## config.mk

```make
export PLATFORM = sky130hd
export DESIGN_NAME = rom_sequencer_flat
export DESIGN_NICKNAME = d
export VERILOG_FILES = /design/src/rtl/rom_sequencer_if.sv /design/src/rtl/rom_sequencer.sv /design/src/flat_wrapper.sv
export SDC_FILE = /design/constraint.sdc
export NUM_CORES = 1
export LEC_CHECK = 0
export CORE_ASPECT_RATIO = 0.8
export CORE_MARGIN = 5
export CORE_UTILIZATION = 46
export DETAILED_ROUTE_END_ITERATION = 8
export GPL_TIMING_DRIVEN = 0
export PLACE_DENSITY = 0.76
export SLEW_MARGIN = 40
export SYNTH_ARGS = -nofsm -noshare
export SYNTH_HDL_FRONTEND = slang
export SYNTH_SLANG_ARGS = --single-unit
```

## constraint.sdc

```tcl
create_clock -name clk -period 1.8 [get_ports clk]
set_input_delay 0.36 -clock clk [delete_from_list [all_inputs] [get_ports clk]]
set_output_delay 0.36 -clock clk [all_outputs]
set_load 0.05 [all_outputs]
```

## src/rtl/rom_sequencer_if.sv

```systemverilog
`default_nettype none
// ============================================================================
// Module   : rom_sequencer_if
// Purpose  : Bundles the start control, the ROM address/data pair and the
//            status outputs of rom_sequencer. The master side is the
//            sequencer. The slave side is the ROM plus its controller.
// Revision : 1.0 - initial release
// ============================================================================
interface rom_sequencer_if #(
    parameter int ACC_W = 4
);
    logic             start;
    logic             a1;
    logic             a0;
    logic             o1;
    logic             o0;
    logic [ACC_W-1:0] acc;
    logic             ovf;
    logic [7:0]       icount;
    logic             busy;
    logic             halted;
    logic             err;

    modport master (
        input  start, o1, o0,
        output a1, a0, acc, ovf, icount, busy, halted, err
    );

    modport slave (
        output start, o1, o0,
        input  a1, a0, acc, ovf, icount, busy, halted, err
    );
endinterface
`default_nettype wire

```

## src/rtl/rom_sequencer.sv

```systemverilog
`default_nettype none
// ============================================================================
// Module   : rom_sequencer
// Purpose  : Fetch/execute controller for a 4-word, 2-bit instruction ROM.
//            It executes INC (00), JNO (01) and HLT (10). Opcode 11 halts the
//            sequencer and sets a sticky error flag. ACC_W must be >= 2.
// Revision : 1.0 - initial release
// ============================================================================
module rom_sequencer #(
    parameter int ACC_W = 4
) (
    input  wire logic       clk,
    input  wire logic       rst,
    rom_sequencer_if.master bus
);

    typedef enum logic [2:0] {
        S_IDLE  = 3'd0,
        S_FETCH = 3'd1,
        S_EXEC  = 3'd2,
        S_OPER  = 3'd3,
        S_HALT  = 3'd4
    } state_t;

    localparam logic [1:0] c_OP_INC     = 2'b00;
    localparam logic [1:0] c_OP_JNO     = 2'b01;
    localparam logic [1:0] c_OP_HLT     = 2'b10;
    localparam logic [7:0] c_ICOUNT_MAX = 8'hFF;

    state_t           r_state;
    state_t           w_state_nxt;
    logic [1:0]       r_pc;
    logic [1:0]       w_pc_nxt;
    logic [1:0]       r_ir;
    logic [1:0]       w_ir_nxt;
    logic [ACC_W-1:0] r_acc;
    logic [ACC_W-1:0] w_acc_nxt;
    logic             r_ovf;
    logic             w_ovf_nxt;
    logic [7:0]       r_icount;
    logic [7:0]       w_icount_nxt;
    logic             r_err;
    logic             w_err_nxt;

    logic             w_retire;
    logic [1:0]       w_addr;
    logic [1:0]       w_rom_word;
    logic [ACC_W:0]   w_inc_sum;

    assign w_rom_word = {bus.o1, bus.o0};

    // The increment is one bit wider than acc so that its carry-out becomes ovf.
    assign w_inc_sum  = {1'b0, r_acc} + {{ACC_W{1'b0}}, 1'b1};

    // Address mux: OPER reads the operand word that follows the JNO opcode.
    always_comb begin
        w_addr = r_pc;
        if (r_state == S_OPER) begin
            w_addr = r_pc + 2'd1;
        end
    end

    // Next-state logic and register updates for every state of the fetch/execute loop.
    always_comb begin
        w_state_nxt  = r_state;
        w_pc_nxt     = r_pc;
        w_ir_nxt     = r_ir;
        w_acc_nxt    = r_acc;
        w_ovf_nxt    = r_ovf;
        w_err_nxt    = r_err;
        w_icount_nxt = r_icount;
        w_retire     = 1'b0;

        unique case (r_state)
            S_IDLE, S_HALT: begin
                if (bus.start) begin
                    w_pc_nxt     = 2'd0;
                    w_acc_nxt    = '0;
                    w_ovf_nxt    = 1'b0;
                    w_icount_nxt = 8'd0;
                    w_err_nxt    = 1'b0;
                    w_state_nxt  = S_FETCH;
                end
            end
            S_FETCH: begin
                w_ir_nxt    = w_rom_word;
                w_state_nxt = S_EXEC;
            end
            S_EXEC: begin
                unique case (r_ir)
                    c_OP_INC: begin
                        {w_ovf_nxt, w_acc_nxt} = w_inc_sum;
                        w_pc_nxt    = r_pc + 2'd1;
                        w_retire    = 1'b1;
                        w_state_nxt = S_FETCH;
                    end
                    c_OP_JNO: begin
                        if (r_ovf) begin
                            // The jump is not taken, so the operand word is skipped.
                            w_pc_nxt    = r_pc + 2'd2;
                            w_retire    = 1'b1;
                            w_state_nxt = S_FETCH;
                        end else begin
                            // The jump is taken. The instruction retires in OPER.
                            w_state_nxt = S_OPER;
                        end
                    end
                    c_OP_HLT: begin
                        w_retire    = 1'b1;
                        w_state_nxt = S_HALT;
                    end
                    default: begin
                        w_err_nxt   = 1'b1;
                        w_retire    = 1'b1;
                        w_state_nxt = S_HALT;
                    end
                endcase
            end
            S_OPER: begin
                w_pc_nxt    = w_rom_word;
                w_retire    = 1'b1;
                w_state_nxt = S_FETCH;
            end
            default: begin
                w_state_nxt = S_IDLE;
            end
        endcase

        if (w_retire && (r_icount != c_ICOUNT_MAX)) begin
            w_icount_nxt = r_icount + 8'd1;
        end
    end

    // State register with asynchronous reset.
    always_ff @(posedge clk or posedge rst) begin
        if (rst) begin
            r_state <= S_IDLE;
        end else begin
            r_state <= w_state_nxt;
        end
    end

    // Datapath registers: pc, ir, accumulator, flags and retired-instruction count.
    always_ff @(posedge clk or posedge rst) begin
        if (rst) begin
            r_pc     <= 2'd0;
            r_ir     <= 2'b00;
            r_acc    <= '0;
            r_ovf    <= 1'b0;
            r_icount <= 8'd0;
            r_err    <= 1'b0;
        end else begin
            r_pc     <= w_pc_nxt;
            r_ir     <= w_ir_nxt;
            r_acc    <= w_acc_nxt;
            r_ovf    <= w_ovf_nxt;
            r_icount <= w_icount_nxt;
            r_err    <= w_err_nxt;
        end
    end

    assign bus.a1     = w_addr[1];
    assign bus.a0     = w_addr[0];
    assign bus.acc    = r_acc;
    assign bus.ovf    = r_ovf;
    assign bus.icount = r_icount;
    assign bus.err    = r_err;
    assign bus.busy   = (r_state == S_FETCH) || (r_state == S_EXEC) || (r_state == S_OPER);
    assign bus.halted = (r_state == S_HALT);

endmodule
`default_nettype wire
```

## src/flat_wrapper.sv

```systemverilog
// flat-port wrapper written by rule: the top's interface ports become plain ports
module rom_sequencer_flat 
#(
    parameter int ACC_W = 4
)
  (clk, rst, bus_start, bus_o1, bus_o0, bus_a1, bus_a0, bus_acc, bus_ovf, bus_icount, bus_busy, bus_halted, bus_err);
  rom_sequencer_if #(.ACC_W(ACC_W)) bus_i ();
  input  wire logic clk;
  input  wire logic rst;
  input wire logic [$bits(bus_i.start)-1:0] bus_start;
  input wire logic [$bits(bus_i.o1)-1:0] bus_o1;
  input wire logic [$bits(bus_i.o0)-1:0] bus_o0;
  output wire logic [$bits(bus_i.a1)-1:0] bus_a1;
  output wire logic [$bits(bus_i.a0)-1:0] bus_a0;
  output wire logic [$bits(bus_i.acc)-1:0] bus_acc;
  output wire logic [$bits(bus_i.ovf)-1:0] bus_ovf;
  output wire logic [$bits(bus_i.icount)-1:0] bus_icount;
  output wire logic [$bits(bus_i.busy)-1:0] bus_busy;
  output wire logic [$bits(bus_i.halted)-1:0] bus_halted;
  output wire logic [$bits(bus_i.err)-1:0] bus_err;
  assign bus_i.start = bus_start;
  assign bus_i.o1 = bus_o1;
  assign bus_i.o0 = bus_o0;
  assign bus_a1 = bus_i.a1;
  assign bus_a0 = bus_i.a0;
  assign bus_acc = bus_i.acc;
  assign bus_ovf = bus_i.ovf;
  assign bus_icount = bus_i.icount;
  assign bus_busy = bus_i.busy;
  assign bus_halted = bus_i.halted;
  assign bus_err = bus_i.err;
  rom_sequencer #(.ACC_W(ACC_W)) u_core (.clk(clk), .rst(rst), .bus(bus_i));
endmodule
```

# ---- Yosys cells after proc, flatten, opt, wreduce, memory -nomap -nowiden
# Index checks and enable logic that the tools add are counted.
dict set report classes {
  n_mul 0
  reduce_logical 15
  n_addsub 4
  bitwise 0
  mux 23
  n_div 0
  eq_ne 12
  n_shift 0
  n_lt_le_gt_ge 0
}
# op n
set op_table {}
lappend op_table {{2-to-1 mux 8 bit} 3}
lappend op_table {{case mux 3 bit (4 select lines)} 1}
lappend op_table {{adder 8 x 1 -> 8 bit (second input constant)} 1}
lappend op_table {{2-to-1 mux 2 bit} 4}
lappend op_table {{2-to-1 mux 4 bit} 2}
lappend op_table {{inequality test 8 bit (second input constant)} 1}
lappend op_table {{case mux 4 bit (2 select lines)} 1}
lappend op_table {{equality test 3 x 2 -> 1 bit (second input constant)} 2}
lappend op_table {{inequality test 2 bit (second input constant)} 3}
lappend op_table {{case mux 1 bit (2 select lines)} 3}
lappend op_table {{case mux 2 bit (3 select lines)} 1}
lappend op_table {{case mux 3 bit (2 select lines)} 1}
lappend op_table {{AND reduction 3 bit} 2}
lappend op_table {{nonzero test 2 bit} 3}
lappend op_table {{adder 4 x 1 -> 5 bit (second input constant)} 1}
lappend op_table {{2-to-1 mux 1 bit} 5}
lappend op_table {{case mux 2 bit (2 select lines)} 1}
lappend op_table {{AND reduction 4 bit} 1}
lappend op_table {{equality test 3 x 1 -> 1 bit (second input constant)} 1}
lappend op_table {{equality test 3 bit (second input constant)} 1}
lappend op_table {{logical NOT 3 bit} 1}
lappend op_table {{2-to-1 mux 3 bit} 1}
lappend op_table {{inequality test 3 x 2 -> 1 bit (second input constant)} 1}
lappend op_table {{inequality test 3 bit (second input constant)} 1}
lappend op_table {{11 further kinds} 12}
dict set report word_totals {
  ramBits 0
  output_inout_bits 18
  register_bits 21
  input_bits 5
  romBits 0
  latch_bits 0
  n_memories 0
  wordCells 61
}

# ---- Logic depth before layout (Yosys ltp)
dict set report depth {
  word_depth 6
  ltp_mapped 6
  mapped_depth_nobuf 5
}

# ---- Worst setup path before layout
# Ideal clock, no wire load.
dict set report synth_path {
  kind {flip-flop to flip-flop}
  from {register u_core.r_icount[0] (netlist: u_core.bus.icount[0])}
  to {register u_core.r_icount[3] (netlist: u_core.bus.icount[3])}
  arrival_ns 1.943
  n_path_buf 1
  setup_slack_ns -0.269
  t_required_ns 1.674
  setup_ns 0.126
  path_stages_with_launch 6
  period_less_slack_ns 2.069
  path_cell_list {dfrtp_1 > ha_1 > and2_1 > a311o_1 > buf_4 > a311o_1}
}
dict set report synth_via {
  elab_chain_len 4
  elab_cells_between_ends 7
  cone_classes {add/sub (1); eq/ne (1); mux (1); reduce/logical (4)}
}
# item line
set synth_lines {}
lappend synth_lines {{start, declared} rom_sequencer.sv:40} ;# logic [7:0] r_icount;
lappend synth_lines {{start signal, assigned} rom_sequencer.sv:157} ;# r_icount <= w_icount_nxt;
lappend synth_lines {{branches (longest 4 deep; another with adder 8 x 1 -> 8 bit)} n/a}
# Several ways; the timed one is not identified.
# A chain may end at the register's enable or synchronous reset.

# ---- Final worst setup path
dict set report layout_path {
  from {register u_core.r_state[1]}
  to {output port bus_a1}
}
dict set report layout_via {
  elab_chain_len 2
}
# item line
set layout_lines {}
lappend layout_lines {{start, declared} rom_sequencer.sv:30} ;# state_t r_state;
lappend layout_lines {{start signal, assigned} rom_sequencer.sv:139} ;# r_state <= w_state_nxt;
lappend layout_lines {{equality test 3 x 2 -> 1 bit} rom_sequencer.sv:58} ;# if (r_state == S_OPER) begin
lappend layout_lines {{2-to-1 mux 2 bit} rom_sequencer.sv:58}
lappend layout_lines {{end, declared} flat_wrapper.sv:13} ;# output wire logic [$bits(bus_i.a1)-1:0] bus_a1;
# Every way passes these cells.

==> impl_metrics.json <==
{
  "die_w_um": 67.2,
  "final_hold_viol_count": 0,
  "cts_tree": "yes",
  "startpoint": "u_core.r_state[1]",
  "dpl.hpwl_um": 1980,
  "final_cell_mix": "dfrtp_1 (17), dlygate4sd2_1 (13), nand3_1 (10), nor2_1 (10), buf_4 (9)",
  "ant_nets": 0,
  "synth_ff_type": "dfrtp_1",
  "period_needed_ps": 1800,
  "gp_congestion": 0.806,
  "fin_crit_sh_pct": 100,
  "port_buffers": 22,
  "total_power_mw": 2.64,
  "slew_violations": 0,
  "clk-insertion-delay-late_ps": 320,
  "die-area_mm2": 0.00375,
  "antenna_found_initial": 0,
  "p_leak_nw": 0.727,
  "drc": 0,
  "layout.nets": 163,
  "max_cap_viol_count": 0,
  "syn-num-nets": 129,
  "grt_pass1_vias": 1031,
  "io_pins": 23,
  "cts.sinks": 21,
  "r2r_start": "u_core.bus.icount[0]",
  "num_antenna_cells": 0,
  "synth.distinct_cells": 42,
  "power_density_mw_per_mm2": 1650,
  "vias_per_cell": 5.50,
  "cp_cell_sequence": "nor2b_4 > nand3_2 > xnor2_2 > buf_6",
  "maxSlewHeadroom_pct": 67.2,
  "cts.clk_slew.worst_paths_ps": 120,
  "setup_viol": 0,
  "cts_root_buf": "clkbuf_4",
  "final_util_pct": 64.5,
  "dp_cells": 180,
  "grt_max_degree": 22,
  "drive_gt1_share_pct": 27.7,
  "endpoint_kind": "output port",
  "core-area_mm2": 0.00248,
  "worstPathArrival_ps": 1440,
  "status": "finished clean",
  "crit_family": "flip-flops",
  "worst-path-max-fanout": 7,
  "cts_max_level": 1,
  "initial_core_util_pct": 48.5,
  "routedWlPerCell_um": 14.8,
  "synthArstFlopShare_pct": 100,
  "max_slew.worst_pin.slew_ps": 494,
  "numCtsBuffers": 3,
  "drt_wl_total_um": 2830,
  "crit_path_top_delay_cell": "dfrtp_2",
  "ys_warn_count": 0,
  "vias": 1050,
  "grt_overflow": 0,
  "crit_required_ps": 1440,
  "layout_commonest_cell": "dfrtp_1",
  "timing_worst_setup_path_type": "reg -> out",
  "fin_cells": 191,
  "firstDrtPassIters": 4,
  "postSynthCellCount": 122,
  "path_buf_inv": 1,
  "rsz0062_at_grt": "yes",
  "ys_ff_latch": 21,
  "hold_buffers": 0,
  "max_freq_mhz": 556,
  "final.setup_skew_ps": 11.9,
  "synth_edf_count": 0,
  "syn-cell-area_mm2": 0.00120,
  "worst_setup_path_start_kind": "flop",
  "critPathMaxStageDelay_ps": 470,
  "ir_drop_v": 0.000838,
  "dr.first_iter.drc_count": 72,
  "hold_path_class": "in -> async",
  "area_growth_pct": 32.8,
  "die_y_um": 55.8,
  "clock_path_buffers": 2,
  "synth_area_per_cell_um2": 9.88,
  "grt_pass1_wl_um": 4910,
  "ys_seq_area_share_pct": 43.6,
  "rows": 16,
  "track_usage_pct": 16.7
}
[synth_stat cells, drive strengths merged, types with 3 or more instances]
master / n / area share [%]
dfrtp: 21 / 44
nor2: 12 / 3.7
nand3: 11 / 4.6
inv: 7 / 2.2
nand2: 7 / 2.6
o21ai: 7 / 2.9
a21oi: 4 / 1.7
xnor2: 4 / 2.9
and2: 3 / 1.6
buf: 3 / 1.7
mux2i: 3 / 2.5
nand2b: 3 / 2.2
nor2b: 3 / 1.6
nor3: 3 / 1.7
[what timing repair did]
action	in CTS	in global routing
endpoints found under the setup margin	19	6
gates resized for setup	47	6
pin swaps	1	2
setup buffers	3	4
[through the flow]
stage | cell area (um^2) | worst slack, ps | setup TNS (ps) | hold WS (ps)
3_5_place_dp | 1500 | -518 | -1640 | 490
3_3_place_gp | 1500 | -487 | -1560 | 480
5_1_grt | 1600 | -87.0 | -140 | 392
4_1_cts | 1550 | -14.1 | -14.1 | 506
2_1_floorplan | 1230 | -105 | -105 | 336
6_report | 1600 | 0.231 | 0 | 346
[cell families after synthesis]
family	after synthesis	synth area share, %
adder cells (fa/ha/maj)	2	2.08
AO/OA/AOI/OAI	27	16.2
buffers and inverters	10	3.84
XOR/XNOR	5	3.63
flip-flops	21	43.6
AND/OR/NAND/NOR	52	26.3
multiplexers	5	4.36
[state kept, by name, summed over array words and instances, names as in the netlist]
signal and flops:
u_core.bus.acc 4, u_core.bus.err 1, u_core.bus.icount 8, u_core.bus.ovf 1, u_core.r_ir 2, u_core.r_pc 2, u_core.r_state 3
[where the power goes]
part           total [mW]  internal, mW  switching [mW]
clock               0.236        0.0867           0.149
sequential          0.782         0.611           0.170
combinational        1.63         0.646           0.982
total                2.64          1.34            1.30
[final cells by class]
cell class,count,area (um^2)
repair buffers,29,251
fillers,216,882
inverters,7,26.3
plain buffers,3,30.0
clock buffers,4,26.3
flip-flops and latches,21,531
multi-input cells,91,691
well taps,36,45.0
[path summary, 6_finish.rpt]
| check | cells past startpoint | to | slack, ps |
|---|---|---|---|
| max in group asynchronous | 2 | u_core.r_state[1] | 1110 |
| min | 2 | u_core.bus.err | 350 |
| max reg2reg | 5 | u_core.bus.icount[3] | 50 |
| max | 4 | bus_a1 | 0.2 |
| min reg2reg | 1 | u_core.bus.icount[6] | 510 |
| min in group clk | 1 | u_core.bus.icount[6] | 510 |
[routing by layer]
layer	vias up	part of all wire (%)	GRT usage, %
met5	-	0	0
met4	0	0.92	5.49
met3	4	5.4	5.05
met2	23	46	25.1
met1	511	48	22.7
li1	512	-	-
Power figures use the tool's default switching activity.
